===== config.mk =====
export PLATFORM = sky130hd
export DESIGN_NAME = req_vector_encoder
export DESIGN_NICKNAME = d
export VERILOG_FILES = /design/src/rtl/req_enc_pkg.sv /design/src/rtl/lsb_priority_enc.sv /design/src/rtl/req_vector_encoder.sv
export SDC_FILE = /design/constraint.sdc
export NUM_CORES = 1
export LEC_CHECK = 0
export BUFFER_PORTS_ARGS = -buffer_cell sky130_fd_sc_hd__clkbuf_2
export CAP_MARGIN = 40
export CORE_AREA = 2 2 39 41
export CTS_BUF_LIST = sky130_fd_sc_hd__clkbuf_8
export CTS_CLUSTER_DIAMETER = 30
export DETAILED_ROUTE_END_ITERATION = 10
export DIE_AREA = 0 0 41 43
export PLACE_DENSITY = 0.51
export SYNTH_ARGS = -nofsm -noshare
export SYNTH_HDL_FRONTEND = slang
export SYNTH_HIERARCHICAL = 1
export SYNTH_SLANG_ARGS = --single-unit

===== constraint.sdc =====
create_clock -name clk -period 1.5 [get_ports clk]
set_input_delay 0.225 -clock clk [delete_from_list [all_inputs] [get_ports clk]]
set_output_delay 0.225 -clock clk [all_outputs]
set_load 0.05 [all_outputs]

===== src/rtl/req_enc_pkg.sv =====
// Shared types and helpers for the request-vector encoder.
// Holds the FSM state enum, the default request width and the index-width helper.
package req_enc_pkg;

   typedef enum logic {
      IDLE  = 1'b0,
      DRAIN = 1'b1
   } state_e;

   localparam int DEFAULT_N = 4;

   // Floors at 1 so that the index port is always at least one bit wide.
   function automatic int idx_width(input int n);
      return (n <= 2) ? 1 : $clog2(n);
   endfunction

endpackage


===== src/rtl/lsb_priority_enc.sv =====
// Combinational lowest-set-bit priority encoder.
// Reports the lowest set index, whether any bit is set, and whether exactly one bit is set.
module lsb_priority_enc #(
   parameter int N  = 4,
   parameter int IW = 2
) (
   input  logic [N-1:0]  vec,
   output logic [IW-1:0] idx,
   output logic          any,
   output logic          single
);

   logic [N-1:0] vec_m1;

   always_comb begin
      idx    = '0;
      vec_m1 = vec - {{(N-1){1'b0}}, 1'b1};
      any    = |vec;
      // Clearing the lowest set bit leaves zero only for a one-hot vector.
      single = any && ((vec & vec_m1) == '0);
      for (int i = N - 1; i >= 0; i--) begin
         if (vec[i]) idx = IW'(i);
      end
   end

endmodule


===== src/rtl/req_vector_encoder.sv =====
// Sequential N-to-log2(N) encoder: latches a request vector, then emits each set index lowest first.
// Optional REQ_ENC_ONEHOT_CHECK_EN adds a sticky err_multi flag for accepted multi-hot vectors.
module req_vector_encoder
   import req_enc_pkg::*;
#(
   parameter  int N  = DEFAULT_N,
   localparam int IW = idx_width(N)
) (
   input  logic          clk,
   input  logic          rst,
   input  logic          in_valid,
   output logic          in_ready,
   input  logic [N-1:0]  in_vec,
   output logic          out_valid,
   input  logic          out_ready,
   output logic [IW-1:0] out_idx,
   output logic          out_last
`ifdef REQ_ENC_ONEHOT_CHECK_EN
   ,
   output logic          err_multi
`endif
);

   state_e        state_q, state_d;
   logic [N-1:0]  pending_q, pending_d;
   logic [N-1:0]  pending_m1;
   logic [IW-1:0] pe_idx;
   logic          pe_any;
   logic          pe_single;

   lsb_priority_enc #(
      .N  (N),
      .IW (IW)
   ) u_pe (
      .vec    (pending_q),
      .idx    (pe_idx),
      .any    (pe_any),
      .single (pe_single)
   );

   assign in_ready  = (state_q == IDLE);
   assign out_valid = (state_q == DRAIN) && pe_any;
   assign out_idx   = pe_idx;
   assign out_last  = pe_single;

   always_comb begin
      state_d    = state_q;
      pending_d  = pending_q;
      pending_m1 = pending_q - {{(N-1){1'b0}}, 1'b1};
      case (state_q)
         IDLE: begin
            // An all-zero vector is consumed by the handshake but produces nothing.
            if (in_valid && (in_vec != '0)) begin
               pending_d = in_vec;
               state_d   = DRAIN;
            end
         end
         DRAIN: begin
            if (out_ready) begin
               pending_d = pending_q & pending_m1;
               if (pe_single) state_d = IDLE;
            end
         end
         default: state_d = IDLE;
      endcase
   end

   always_ff @(posedge clk) begin
      if (rst) begin
         state_q   <= IDLE;
         pending_q <= '0;
      end else begin
         state_q   <= state_d;
         pending_q <= pending_d;
      end
   end

`ifdef REQ_ENC_ONEHOT_CHECK_EN
   logic         err_multi_q, err_multi_d;
   logic [N-1:0] in_vec_m1;

   always_comb begin
      in_vec_m1   = in_vec - {{(N-1){1'b0}}, 1'b1};
      err_multi_d = err_multi_q;
      if (in_ready && in_valid && ((in_vec & in_vec_m1) != '0)) err_multi_d = 1'b1;
   end

   always_ff @(posedge clk) begin
      if (rst) err_multi_q <= 1'b0;
      else     err_multi_q <= err_multi_d;
   end

   assign err_multi = err_multi_q;
`endif

endmodule


==> impl_metrics.ini <==
[timing]
setup_viol = 0
final-hold-violation-count = 0
clock-skew-final_ps = 3.83
worst_slew_pin_slew_ps = 374
finalCriticalPeriod_ps = 1470
fin_crit_sh_pct = 98.1
rsz0062_at_grt = true
max_clock_freq_mhz = 680
timing.max_slew.rel_slack_pct = 74.8
finalMaxSlewViolations = 0

[cts]
numCtsBuffers = 3
clk_path_buf_depth = 2
clock_latency_ps = 220
clockRootBuffer = clkbuf_8
cts_tree = built
postCtsSetupBuffers = 0
ctsHoldBuffers = 0
clkTransAtPathRegs_ps = 40
htree_levels = 1
numClockSinks = 5

[global_route]
grt_pass1_vias = 325
antenna_found_initial = 0
grt_pass1_wl_mm = 1.31
grt_max_degree = 9
grt_overflow = 0
gr-usage-all-layers_pct = 10.8

[cells_and_area]
final_common_cell = clkbuf_2
diodes = 0
fillers = 147
area_delta_synth_final_pct = 49.0
multi_input_area_um2 = 224
layout_common_cells = 11 x clkbuf_2, 8 x nand2_1, 4 x nor3_1
final_cell_area_um2 = 479
final-seq-area_um2 = 108
fin_nets = 69
layout-drive-gt1-share_pct = 43.3

[routing]
detail-route-antenna-nets = 0
drc = 0
firstDrtPassIters = 4
wl_per_cell_um = 9.51
vias = 353
wl_um = 723
first_iter_violations = 10
avgViaCountPerCell = 4.64

[placed_design]
hpwl_um = 572
routabilityCongestion = 0.754
io_buffers = 12
place_area_um2 = 407

[floorplan]
die_h_um = 43
num_io_pins = 13
rows = 14
die-area_um2 = 1760
core_um2 = 1380
initial_core_util_pct = 23.2
die_width_um = 41

[synth]
synthDistinctLibCells = 19
synth_top_area_cell = dfxtp_1
yosysWarningCount = 6
synth_cells = 44
netlist_top_cells_area = dfxtp_1 31%, nand2_1 9.3%, nor3_1 7.8%, a21oi_1 4.7%, o21ai_1 4.7%
ys_ff_latch = 5
yosysSeqAreaShare_pct = 31.1
synth_nets = 52
synth_area_um2 = 322
synth_top_area_share_pct = 31.1
avgSynthCellArea_um2 = 7.31

[worst_setup_path]
cp-start-kind = flop
r2r_slack_ps = 310
cp-end-kind = primary output
cp.arrival_ps = 1250
rr_startpoint = pending_q[2]
crit_start = pending_q[2]
path_max_fanout = 6
crit_type = flop to primary output
worst-endpoint-required_ps = 1270

[outcome]
status = completed

[pwr]
p_per_area_nw_per_um2 = 1200
power.total_uw = 574
p_leak_nw = 0.204
ir_drop_mv = 0.372

[worst_hold_path]
worstHoldStart = rst
hp-class = input port to flop

[job]
drv_cap = 0
-- cell usage after synthesis (all sizes together) --
cell,instances
o21ai,3
nor2,3
and2,1
xor2,1
and2b,1
nand2,8
o211ai,1
nor4,1
a221o,1
a21oi,3
nor2b,1
nor3,5
a211oi,2
dfxtp,5
inv,3
nand2b,3
a221oi,1
nor4b,1
-- power breakdown --
group / switching [mW] / internal (mW) / leakage (nW)
registers: 0.0175 / 0.145 / 0.0431
clock network: 0.0666 / 0.178 / 0.0255
logic: 0.107 / 0.0597 / 0.136
total: 0.191 / 0.383 / 0.204
-- path summary, 6_finish.rpt --
path | to | depth (start not counted)
min | pending_q[0] | 2
max | out_last | 3
max reg2reg | state_q | 5
min reg2reg | state_q | 2
-- state kept, by name, summed over array words and instances (netlist names) --
signal     flops
pending_q      4
state_q        1
-- area by class of cell --
type                            count  area share, %
Sequential cell                     5           22.5
Clock inverter                      1           1.04
Clock buffer                        3           8.62
Tap cell                           16           4.18
Inverter                            3           2.35
Multi-Input combinational cell     36           46.7
Timing Repair Buffer               12           14.6
-- cells by family (layout without fill, tap and decap cells) --
logic type,Yosys count,after routing,share of synthesized area (%)
flip-flops,5,5,31.1
XOR/XNOR,1,1,2.72
AO/OA/AOI/OAI,11,11,24.1
AND/OR/NAND/NOR,24,24,38.5
buffers and inverters,3,19,3.50
-- per-layer routing --
| metal | global-route usage, % | routed length, µm | share of wire, % | vias up |
|---|---|---|---|---|
| li1 | - | - | - | 188 |
| met1 | 12.9 | 352 | 49 | 157 |
| met4 | 7.33 | 0 | 0 | 0 |
| met2 | 15.6 | 340 | 47 | 8 |
| met5 | 0 | 0 | 0 | - |
| met3 | 3.14 | 29 | 4.0 | 0 |
-- what timing repair did --
item                       in CTS  in global routing
gates resized for setup         6                  4
pin swaps                       0                  1
cloned                          0                  0
setup endpoints to repair       1                  2
-- per-stage QoR --
step	std cells	utilization [%]	setup slack, ps	TNS (ps)	hold WS (ps)
after floorplan	44	-	13.8	0	291
after global placement	72	29.4	153	0	469
after detailed placement	72	29.4	105	0	474
after CTS	76	33.7	6.56	0	233
after global routing	76	34.6	-7.66	-7.66	262
final	76	34.6	28.7	0	241
-- critical path: stages, from the launching register on --
cell and delay, ps:
dfxtp_4 360, xor2_1 160, a221o_1 340, buf_8 170
No activity file was read; power rests on OpenSTA's default activity.
